--- src/rtl/alu_mc.sv ---
`default_nettype none
// ============================================================================
// alu_mc : multi-cycle RV32I/RV32M ALU with start/busy/done handshake
// Revision: 1.0
// ============================================================================
module alu_mc #(
  parameter int WIDTH = 32,
  parameter int M_EXT = 1
) (
  input  logic             clk,
  input  logic             rst,
  input  logic             start,
  input  logic [WIDTH-1:0] data_in_1,
  input  logic [WIDTH-1:0] data_in_2,
  input  logic [2:0]       func3,
  input  logic [6:0]       func7,
  input  logic [6:0]       opcode,
  output logic [WIDTH-1:0] data_out,
  output logic             zero,
  output logic             comparison,
  output logic             busy,
  output logic             done
);

  localparam int SW = $clog2(WIDTH);
  localparam int CW = SW + 1;
  localparam logic [CW-1:0]    CNT_LOAD = CW'(WIDTH);
  localparam logic [CW-1:0]    CNT_ONE  = CW'(1);
  localparam logic [WIDTH-1:0] MOST_NEG = {1'b1, {(WIDTH-1){1'b0}}};

  localparam logic [6:0] OPC_OP_IMM = 7'b0010011;
  localparam logic [6:0] OPC_OP     = 7'b0110011;
  localparam logic [6:0] OPC_STORE  = 7'b0100011;
  localparam logic [6:0] OPC_LOAD   = 7'b0000011;
  localparam logic [6:0] OPC_JALR   = 7'b1100111;
  localparam logic [6:0] OPC_AUIPC  = 7'b0010111;
  localparam logic [6:0] OPC_LUI    = 7'b0110111;
  localparam logic [6:0] OPC_BRANCH = 7'b1100011;
  localparam logic [6:0] F7_ALT     = 7'b0100000;
  localparam logic [6:0] F7_MULDIV  = 7'b0000001;

  typedef enum logic [1:0] {
    S_IDLE = 2'b00,
    S_RUN  = 2'b01,
    S_DONE = 2'b10
  } state_e;

  state_e               state_q, state_d;
  logic [CW-1:0]        cnt_q, cnt_d;
  logic [2*WIDTH-1:0]   acc_q, acc_d;
  logic [WIDTH-1:0]     bmag_q, bmag_d;
  logic [2:0]           op_q, op_d;
  logic                 neg_q, neg_d;
  logic                 negr_q, negr_d;
  logic [WIDTH-1:0]     out_q, out_d;
  logic                 zero_q, zero_d;
  logic                 cmp_q, cmp_d;

  logic                 w_is_m, w_is_div, w_sgn_div, w_b_zero, w_ovf;
  logic                 w_special, w_iter, w_a_neg, w_b_neg;
  logic [WIDTH-1:0]     w_a_mag, w_b_mag;
  logic [SW-1:0]        w_shamt;
  logic [WIDTH-1:0]     w_alu_res;
  logic                 w_alu_cmp;
  logic [WIDTH:0]       w_mul_sum, w_rem_sh;
  logic                 w_qbit;
  logic [WIDTH-1:0]     w_rem_diff, w_quot, w_rem, w_iter_res;
  logic [2*WIDTH-1:0]   w_step, w_prod;

  assign w_shamt = data_in_2[SW-1:0];

  always_comb begin
    w_is_m    = (M_EXT != 0) && (opcode == OPC_OP) && (func7 == F7_MULDIV);
    w_is_div  = func3[2];
    w_sgn_div = w_is_div && !func3[0];
    w_b_zero  = (data_in_2 == '0);
    w_ovf     = w_sgn_div && (data_in_1 == MOST_NEG) && (data_in_2 == '1);
    w_special = w_is_m && w_is_div && (w_b_zero || w_ovf);
    w_iter    = w_is_m && !w_special;
    // MULH/MULHSU take A as signed, only MULH takes B as signed; MUL low half is sign-agnostic
    w_a_neg   = data_in_1[WIDTH-1] &&
                (w_is_div ? w_sgn_div : ((func3[1:0] == 2'b01) || (func3[1:0] == 2'b10)));
    w_b_neg   = data_in_2[WIDTH-1] && (w_is_div ? w_sgn_div : (func3[1:0] == 2'b01));
    w_a_mag   = w_a_neg ? -data_in_1 : data_in_1;
    w_b_mag   = w_b_neg ? -data_in_2 : data_in_2;
  end

  always_comb begin
    w_alu_res = '0;
    w_alu_cmp = 1'b0;
    case (opcode)
      OPC_OP_IMM, OPC_OP: begin
        if ((opcode == OPC_OP) && (func7 == F7_MULDIV)) begin
          if (w_special) begin
            if (w_b_zero) w_alu_res = func3[1] ? data_in_1 : '1;
            else          w_alu_res = func3[1] ? '0 : data_in_1;
          end
        end else begin
          case (func3)
            3'b000: w_alu_res = (func7 == F7_ALT) ? (data_in_1 - data_in_2)
                                                  : (data_in_1 + data_in_2);
            3'b001: w_alu_res = data_in_1 << w_shamt;
            3'b010: w_alu_res = {{(WIDTH-1){1'b0}}, ($signed(data_in_1) < $signed(data_in_2))};
            3'b011: w_alu_res = {{(WIDTH-1){1'b0}}, (data_in_1 < data_in_2)};
            3'b100: w_alu_res = data_in_1 ^ data_in_2;
            3'b101: begin
              if (func7 == F7_ALT) w_alu_res = $signed(data_in_1) >>> w_shamt;
              else                 w_alu_res = data_in_1 >> w_shamt;
            end
            3'b110: w_alu_res = data_in_1 | data_in_2;
            default: w_alu_res = data_in_1 & data_in_2;
          endcase
        end
      end
      OPC_STORE, OPC_LOAD, OPC_JALR, OPC_AUIPC: w_alu_res = data_in_1 + data_in_2;
      OPC_LUI: w_alu_res = data_in_2;
      OPC_BRANCH: begin
        case (func3)
          3'b000:  w_alu_cmp = (data_in_1 == data_in_2);
          3'b001:  w_alu_cmp = (data_in_1 != data_in_2);
          3'b100:  w_alu_cmp = ($signed(data_in_1) <  $signed(data_in_2));
          3'b101:  w_alu_cmp = ($signed(data_in_1) >= $signed(data_in_2));
          3'b110:  w_alu_cmp = (data_in_1 <  data_in_2);
          3'b111:  w_alu_cmp = (data_in_1 >= data_in_2);
          default: w_alu_cmp = 1'b0;
        endcase
      end
      default: begin
        w_alu_res = '0;
        w_alu_cmp = 1'b0;
      end
    endcase
  end

  // acc_q holds {high, low}: product/multiplier for mul, remainder/quotient for div
  always_comb begin
    w_mul_sum  = {1'b0, acc_q[2*WIDTH-1:WIDTH]} + (acc_q[0] ? {1'b0, bmag_q} : '0);
    w_rem_sh   = {acc_q[2*WIDTH-1:WIDTH], acc_q[WIDTH-1]};
    w_qbit     = (w_rem_sh >= {1'b0, bmag_q});
    w_rem_diff = w_rem_sh[WIDTH-1:0] - bmag_q;
    if (op_q[2]) begin
      w_step = {(w_qbit ? w_rem_diff : w_rem_sh[WIDTH-1:0]), acc_q[WIDTH-2:0], w_qbit};
    end else begin
      w_step = {w_mul_sum, acc_q[WIDTH-1:1]};
    end
    w_prod = neg_q  ? -w_step : w_step;
    w_quot = neg_q  ? -w_step[WIDTH-1:0] : w_step[WIDTH-1:0];
    w_rem  = negr_q ? -w_step[2*WIDTH-1:WIDTH] : w_step[2*WIDTH-1:WIDTH];
    if (op_q[2]) begin
      w_iter_res = op_q[1] ? w_rem : w_quot;
    end else begin
      w_iter_res = (op_q[1:0] == 2'b00) ? w_prod[WIDTH-1:0] : w_prod[2*WIDTH-1:WIDTH];
    end
  end

  always_comb begin
    state_d = state_q;
    cnt_d   = cnt_q;
    acc_d   = acc_q;
    bmag_d  = bmag_q;
    op_d    = op_q;
    neg_d   = neg_q;
    negr_d  = negr_q;
    out_d   = out_q;
    zero_d  = zero_q;
    cmp_d   = cmp_q;
    case (state_q)
      S_RUN: begin
        acc_d = w_step;
        cnt_d = cnt_q - CNT_ONE;
        if (cnt_q == CNT_ONE) begin
          state_d = S_DONE;
          out_d   = w_iter_res;
          zero_d  = (w_iter_res == '0);
          cmp_d   = 1'b0;
        end
      end
      default: begin
        if (start) begin
          if (w_iter) begin
            state_d = S_RUN;
            cnt_d   = CNT_LOAD;
            acc_d   = {{WIDTH{1'b0}}, w_a_mag};
            bmag_d  = w_b_mag;
            op_d    = func3;
            neg_d   = w_a_neg ^ w_b_neg;
            negr_d  = w_a_neg;
          end else begin
            state_d = S_DONE;
            out_d   = w_alu_res;
            zero_d  = (w_alu_res == '0);
            cmp_d   = w_alu_cmp;
          end
        end else begin
          state_d = S_IDLE;
        end
      end
    endcase
  end

  always_ff @(posedge clk) begin
    if (rst) begin
      state_q <= S_IDLE;
      cnt_q   <= '0;
      acc_q   <= '0;
      bmag_q  <= '0;
      op_q    <= '0;
      neg_q   <= 1'b0;
      negr_q  <= 1'b0;
      out_q   <= '0;
      zero_q  <= 1'b1;
      cmp_q   <= 1'b0;
    end else begin
      state_q <= state_d;
      cnt_q   <= cnt_d;
      acc_q   <= acc_d;
      bmag_q  <= bmag_d;
      op_q    <= op_d;
      neg_q   <= neg_d;
      negr_q  <= negr_d;
      out_q   <= out_d;
      zero_q  <= zero_d;
      cmp_q   <= cmp_d;
    end
  end

  assign data_out   = out_q;
  assign zero       = zero_q;
  assign comparison = cmp_q;
  assign busy       = (state_q == S_RUN);
  assign done       = (state_q == S_DONE);

endmodule
`default_nettype wire

--- config.mk ---
export PLATFORM = sky130hd
export DESIGN_NAME = alu_mc
export DESIGN_NICKNAME = d
export VERILOG_FILES = /design/src/rtl/alu_mc.sv
export SDC_FILE = /design/constraint.sdc
export NUM_CORES = 1
export LEC_CHECK = 0
export BUFFER_PORTS_ARGS = -buffer_cell sky130_fd_sc_hd__buf_2
export CAP_MARGIN = 20
export CELL_PAD_IN_SITES_DETAIL_PLACEMENT = 2
export CELL_PAD_IN_SITES_GLOBAL_PLACEMENT = 2
export CORE_MARGIN = 8
export CORE_UTILIZATION = 40
export DETAILED_ROUTE_END_ITERATION = 8
export GPL_ROUTABILITY_DRIVEN = 0
export PLACE_DENSITY_LB_ADDON = 0.1
export SLEW_MARGIN = 5
export SYNTH_ARGS = -nofsm -noshare
export SYNTH_HDL_FRONTEND = slang
export SYNTH_SLANG_ARGS = --single-unit
export TNS_END_PERCENT = 20
--- constraint.sdc ---
create_clock -name clk -period 15.1 [get_ports clk]
set_clock_uncertainty 0.05 [all_clocks]
set_input_delay 3.02 -clock clk [delete_from_list [all_inputs] [get_ports clk]]
set_output_delay 3.02 -clock clk [all_outputs]
set_load 0.03 [all_outputs]
== Word level (Yosys, flattened, before mapping) ==
Cells that the tools add are included.

* Flip-flop bits (word level): 143
* Bits of input ports: 84
* Output and inout port bits: 36

* $add $sub $neg: 10
* $lt $le $gt $ge: 5
* Equality and inequality tests: 28
* Shift operators: 3
* Muxes and demuxes: 46
* Bitwise gates (word level): 5
* Reductions and logical operators: 25

{| class="wikitable"
|+ Operator list
! cell !! number
|-
| 32-bit two-way mux || 20
|-
| 64-bit two-way mux || 5
|-
| 32-bit one-hot mux with 7 select lines || 1
|-
| 32-bit negator || 4
|-
| 32-bit logical NOT || 3
|-
| 32-bit one-hot mux with 3 select lines || 1
|-
| 32-bit equality test, second input constant || 2
|-
| 32-bit greater-or-equal comparator || 2
|-
| 32-bit less-than comparator || 2
|-
| 64-bit negator || 1
|-
| 32-bit subtractor || 2
|-
| 32-bit by 32-bit adder with 33-bit output || 1
|-
| 33-bit by 32-bit greater-or-equal comparator with 1-bit output || 1
|-
| 32-bit adder || 1
|-
| 32-bit AND || 1
|-
| 32-bit equality test || 1
|-
| 32-bit != test || 1
|-
| 32-bit bitwise OR || 1
|-
| 32-bit by 5-bit << shifter with 32-bit output || 1
|-
| 32-bit by 5-bit >> shifter with 32-bit output || 1
|-
| 32-bit by 5-bit >>> shifter with 32-bit output || 1
|-
| 32-bit XOR || 1
|-
| 7-bit by 6-bit equality test with 1-bit output, second input constant || 4
|-
| 6-bit two-way mux || 3
|-
| other kinds (28) || 61
|}

== Depth between registers and ports, before layout ==
* Depth after elaboration: 13
* Gate-level depth with buffers: 29

== Worst setup path after synthesis ==
OpenSTA, ideal clock, no wires.

* Kind: input-to-reg
* Start: input data_in_2[2]
* End: register zero_q, in the netlist zero
* Library setup time: 69 ps
* Data arrival time: 8050 ps
* Data required time: 14981 ps
* Slack: 6932 ps
* Cell stages on the path: 24
* Buffers on the path: 6
* Cell sequence: clkbuf_1 > inv_1 > buf_2 > clkbuf_1 > buf_1 > clkbuf_1 > ha_1 > clkbuf_1 > a21o_1 > a21oi_1 > o21bai_1 > a21oi_1 > nor2_1 > or3_1 > a31oi_1 > o21ai_0 > or4b_1 > nor4_1 > nand4b_1 > nor4_1 > nand3_1 > nor4_1 > a31oi_1 > o21ai_1

* Word-level cells in the longest chain between the ends: 11

{| class="wikitable"
|+ Ends and longest elaborated chain
! what !! RTL line !! source
|-
| from (decl) || 14 || <nowiki>input logic [WIDTH-1:0] data_in_2,</nowiki>
|-
| branches (longest 11 deep; another with 32-bit adder) || -- ||
|-
| to (signal assigned) || 222 || <nowiki>zero_q <= zero_d;</nowiki>
|-
| to (decl) || 56 || <nowiki>logic zero_q, zero_d;</nowiki>
|}

Several ways; the timed one is not identified. The select of a mux whose other input is x is not followed.
A chain may end at the register's enable or synchronous reset.

== Worst setup path in the final report ==
* Start: input data_in_2[3]
* End: register out_q[31], in the netlist data_out[31]

* Word-level cells in the longest chain between the ends: 10

{| class="wikitable"
|+ Ends and longest elaborated chain
! what !! RTL line !! source
|-
| branches (longest 10 deep; another with 32-bit adder) || -- ||
|-
| to (signal assigned) || 221 || <nowiki>out_q <= out_d;</nowiki>
|-
| to (decl) || 55 || <nowiki>logic [WIDTH-1:0] out_q, out_d;</nowiki>
|}

Several ways; the timed one is not identified. The select of a mux whose other input is x is not followed.

==> reports/results.tsv <==
stage	metric	value	unit
timing	post-route-period-util	61.9	%
timing	tightestPinTransition	1.34	ns
final_layout	fin_util	42.9	%
setup_path	cp.required	15.36	ns
synthesis	yosys.area.top_type_share	11.0	%
setup_path	crit_path_top_delay_cell	sky130_fd_sc_hd__a221oi_1	
pwr	gate_power_share	39.0	%
setup_path	cp_num_buf_inv	4	
setup_path	worst_path_most_repeated_cell	sky130_fd_sc_hd__a21oi_1	
timing	rsz0062_at_grt	no	
setup_path	rrSetupSlack	6.72	ns
final_layout	finish.net_count	3965	
route	vias	32790	
grt	pin_count_of_the_biggest_net_entering_global_routing	77	
setup_path	worstSetupPathType	in -> reg	
pwr	sw_frac_of_total	43.8	%
synthesis	synth.largest_area_cell	sky130_fd_sc_hd__dfxtp_1	
setup_path	path_delay_family	compound AO/OA/AOI/OAI gates	
synthesis	synth.net_count	4065	
timing	hold_viol_final	0	
pwr	power.static_leakage	10.9	nW
synthesis	yosys_warnings	0	
synthesis	synth.ff_latch_count	143	
synthesis	yosysUniqueCellTypes	108	
floorplanning	floorplan.die.height	271	µm
timing	relSlewSlack	9.84	%
synthesis	async_flop_share	0	%
min_path	hold_path.startpoint	comparison$_SDFFE_PP0P_	
final_layout	layout_common_cells	sky130_fd_sc_hd__nor2_1 (497), sky130_fd_sc_hd__a21oi_1 (374), sky130_fd_sc_hd__nand2_1 (345), sky130_fd_sc_hd__o21ai_0 (230), sky130_fd_sc_hd__ha_1 (172)	
placement	placedInstanceArea	26800	µm²
clocking	cts_buffers	17	
timing	final_setup_violation_count	0	
clocking	clkLatencyLatePin	0.48	ns
synthesis	ys_dominant_reg_cell	sky130_fd_sc_hd__dfxtp_1	
setup_path	cp_cell_sequence	buf_2, buf_4, clkinv_1, buf_4, ha_1, nor3_1, nor2b_1, o31ai_1, a21oi_1, o21ai_0, a21oi_1, a31oi_1, a21oi_1, a221oi_1, o21ba_2, o21ai_0, mux2_2, a221oi_1, nor2_1, a211oi_1, nor3_1	
clocking	clock_sinks	143	
clocking	cts-hold-fix-buffers	0	
setup_path	worst_setup_sp_type	input port	
final_layout	most_frequent_standard_cell_in_the_layout_excluding_fill_and_tap_cells	sky130_fd_sc_hd__nor2_1	
synthesis	synth_edf_count	0	
synthesis	syn_area_per_cell	6.82	µm²
clocking	cts_htree_levels	4	
setup_path	reg2reg_from	bmag_q[24]$_SDFFE_PP0P_	
timing	max_clock_freq	107	MHz
floorplanning	floorplan.io_pins	120	
route	first_iter_violations	3652	
synthesis	yosys-top-cells-area	sky130_fd_sc_hd__dfxtp_1 (11%), sky130_fd_sc_hd__ha_1 (8.3%), sky130_fd_sc_hd__nor2_1 (7.2%), sky130_fd_sc_hd__a21oi_1 (7.2%), sky130_fd_sc_hd__nand2_1 (5.0%)	
setup_path	timing.critical_path.fanout_max	76	
setup_path	rr_endpoint	zero$_SDFFE_PP1P_	
final_layout	fillers	7794	
final_layout	final_layout_size_suffix_gt1_share	10.5	%
grt	globalRoute.totalOverflow	0	
setup_path	cp_slowest_stage_delay	0.91	ns
floorplanning	coreArea	64200	µm²
min_path	class_of_the_worst_hold_path	reg -> reg	
clocking	cts_root_buf	sky130_fd_sc_hd__clkbuf_16	
route	post_drt_wl_per_cell	34.4	µm
final_layout	post-route-cell-area	27500	µm²
floorplanning	floorplan.initialDensity	40.4	%
grt	first_global_vias	34398	
setup_path	reg2reg_depth	25	
min_path	endpoint_of_the_worst_hold_path	comparison$_SDFFE_PP0P_	
setup_path	worst_setup_path_end_kind	flop	
grt	initial_antenna_violation_count	16	
setup_path	worstPathArrival	9.62	ns
timing	setup_tns	0	ns
final_layout	area_grow_syn2layout	6.16	%
pwr	share_seq_of_total_power	27.4	%
route	remaining_drc_errors	0	
floorplanning	die_w	271	µm
pwr	total_power	1.40	mW
pwr	max-vdd-ir-drop	0.0799	mV
job	cap_viol_max_count	0	
placement	port-buffer-count	119	
pwr	p_switching	611	µW
grt	grt_first_pass_wirelength	232	mm
route	postRouteAntennaNets	0	
pwr	power_density	50.7	nW/µm²
timing	final_period_minus_worst_setup_slack	9.35	ns
clocking	worst_setup_hold_path_clk_slew	0.08	ns
pwr	internal_power	785	µW
timing	hold_slack	0.422	ns
synthesis	post_synthesis_sequential_area_ratio	11.0	%
min_path	hold-path-cell-count	2	
grt	grt_util_all_layers	41.1	%
floorplanning	dieArea	73200	µm²
route	route.detailed.vias_per_inst	7.16	
clocking	clockBufferDepth	2	
placement	dp.final_hpwl	119	mm
route	detail_route.wirelength	158	mm
floorplanning	rows	93	
clocking	ctsResizeCount	0	
synthesis	syn-instance-count	3805	
clocking	cts_tree	yes	
pwr	share_clk_of_total_power	33.6	%
timing	slew_viol_final	0	
run_status	status	finished clean	
route	firstDrtPassIters	6	
synthesis	syn-cell-area	25900	µm²
clocking	post_cts_buffers	0	
per-layer routing:
metal | share of wire [%] | vias to the layer above | routed length, µm | GRT usage, %
li1 | - | 13785 | - | -
met1 | 37 | 16357 | 58600 | 46.8
met2 | 45 | 1899 | 71000 | 66.0
met3 | 8.5 | 735 | 13400 | 9.65
met4 | 9.2 | 14 | 14600 | 32.4
met5 | 0.064 | - | 101 | 0
synthesized netlist by cell type, types with 13 or more instances:
cell and number:
sky130_fd_sc_hd__a211o_1 14, sky130_fd_sc_hd__a211oi_1 64, sky130_fd_sc_hd__a21o_1 51, sky130_fd_sc_hd__a21oi_1 374, sky130_fd_sc_hd__a221oi_1 37, sky130_fd_sc_hd__a22oi_1 25
sky130_fd_sc_hd__a311oi_1 17, sky130_fd_sc_hd__a31oi_1 73, sky130_fd_sc_hd__and2_1 50, sky130_fd_sc_hd__and3_1 26, sky130_fd_sc_hd__buf_1 27, sky130_fd_sc_hd__buf_2 31
sky130_fd_sc_hd__clkbuf_1 230, sky130_fd_sc_hd__dfxtp_1 143, sky130_fd_sc_hd__ha_1 172, sky130_fd_sc_hd__inv_1 162, sky130_fd_sc_hd__mux2_2 31, sky130_fd_sc_hd__mux2i_1 87
sky130_fd_sc_hd__mux4_2 54, sky130_fd_sc_hd__nand2_1 346, sky130_fd_sc_hd__nand2b_1 27, sky130_fd_sc_hd__nand3_1 90, sky130_fd_sc_hd__nand4_1 53, sky130_fd_sc_hd__nor2_1 499
sky130_fd_sc_hd__nor2b_1 23, sky130_fd_sc_hd__nor3_1 111, sky130_fd_sc_hd__nor4_1 46, sky130_fd_sc_hd__o2111ai_1 16, sky130_fd_sc_hd__o211ai_1 53, sky130_fd_sc_hd__o21a_1 26
sky130_fd_sc_hd__o21ai_0 230, sky130_fd_sc_hd__o21bai_1 17, sky130_fd_sc_hd__o221ai_1 21, sky130_fd_sc_hd__o22ai_1 22, sky130_fd_sc_hd__o31ai_1 44, sky130_fd_sc_hd__o41ai_1 13
sky130_fd_sc_hd__or2_2 17, sky130_fd_sc_hd__or3_1 34, sky130_fd_sc_hd__or4_1 17, sky130_fd_sc_hd__xnor2_1 146, sky130_fd_sc_hd__xor2_1 44
power groups by stage:
stage | clock [mW] | combinational [mW] | sequential, mW
floorplan | 0 | 0.309 | 0.395
global placement | 0 | 0.490 | 0.391
detailed placement | 0 | 0.507 | 0.391
CTS | 0.473 | 0.510 | 0.382
global route | 0.483 | 0.558 | 0.383
finish | 0.469 | 0.544 | 0.383
worst reg2reg max path, cell delays in order, from the launching register on:
cell                       delay [ns]
sky130_fd_sc_hd__dfxtp_1         0.47
sky130_fd_sc_hd__inv_1           0.08
sky130_fd_sc_hd__ha_1            0.49
sky130_fd_sc_hd__nand4_1         0.32
sky130_fd_sc_hd__inv_1           0.08
sky130_fd_sc_hd__a221oi_1        0.82
sky130_fd_sc_hd__o211ai_2        0.18
sky130_fd_sc_hd__nor2_2          0.25
sky130_fd_sc_hd__nand2_1         0.08
sky130_fd_sc_hd__o21ai_0         0.17
sky130_fd_sc_hd__ha_1            0.26
sky130_fd_sc_hd__o21ai_0         0.14
sky130_fd_sc_hd__nor3_1          0.56
sky130_fd_sc_hd__nand3_1         0.28
sky130_fd_sc_hd__nor3_1          0.71
sky130_fd_sc_hd__nand3_1         0.50
sky130_fd_sc_hd__nand2_1         0.24
sky130_fd_sc_hd__a21o_1          0.13
sky130_fd_sc_hd__mux2i_1         0.08
sky130_fd_sc_hd__a211oi_1        0.45
sky130_fd_sc_hd__or3b_2          0.50
sky130_fd_sc_hd__nor4_1          0.26
sky130_fd_sc_hd__nand4_1         0.32
sky130_fd_sc_hd__nor4_1          0.53
sky130_fd_sc_hd__nand3_1         0.20
sky130_fd_sc_hd__o21ai_1         0.18
worst max path at each step:
| stage | startpoint | to | slack, ns | depth (start not counted) |
|---|---|---|---|---|
| after floorplan | data_in_2[2] | zero$_SDFFE_PP1P_ | 6.93 | 24 |
| after global placement | data_in_2[4] | data_out[31]$_SDFFE_PP0P_ | 6.29 | 19 |
| after detailed placement | data_in_2[3] | data_out[31]$_SDFFE_PP0P_ | 5.98 | 21 |
| after CTS | data_in_2[4] | data_out[31]$_SDFFE_PP0P_ | 6.50 | 19 |
| after global routing | data_in_2[3] | data_out[31]$_SDFFE_PP0P_ | 5.63 | 21 |
| final | data_in_2[3] | data_out[31]$_SDFFE_PP0P_ | 5.75 | 21 |
through the flow:
step	instances	setup WS, ns
3_5_place_dp	4536	5.98
3_3_place_gp	4536	6.29
4_1_cts	4568	6.50
6_report	4580	5.75
5_1_grt	4574	5.63
2_1_floorplan	3805	6.93
registers in the layout (all words and copies together), names as in the netlist:
| signal | flops |
|---|---|
| bmag_q | 32 |
| negr_q | 1 |
| zero | 1 |
| state_q | 2 |
| cnt_q | 6 |
| neg_q | 1 |
| op_q | 3 |
| data_out | 32 |
| comparison | 1 |
| acc_q | 64 |
area by class of cell:
| cell class | instances | area [µm²] | area share [%] |
|---|---|---|---|
| diodes | 7 | 17.5 | 0.0636 |
| clock buffers | 17 | 425 | 1.54 |
| clock inverters | 15 | 189 | 0.686 |
| inverters | 170 | 638 | 2.32 |
| multi-input cells | 3185 | 21200 | 77.0 |
| flip-flops and latches | 143 | 2870 | 10.4 |
| well taps | 855 | 1070 | 3.88 |
| repair buffers | 188 | 1140 | 4.13 |
cell families after synthesis:
logic type                 after synthesis  synth area share (%)
muxes                                  172                  9.39
AOI/OAI and AO/OA                     1243                  31.5
buffers and inverters                  477                  7.47
and+or+nand+nor                       1400                  25.4
adders and majority gates              180                  8.76
xor gates and xnor gates               190                  6.42
DFF                                    143                  11.0
No activity file was read; power rests on OpenSTA's default activity.
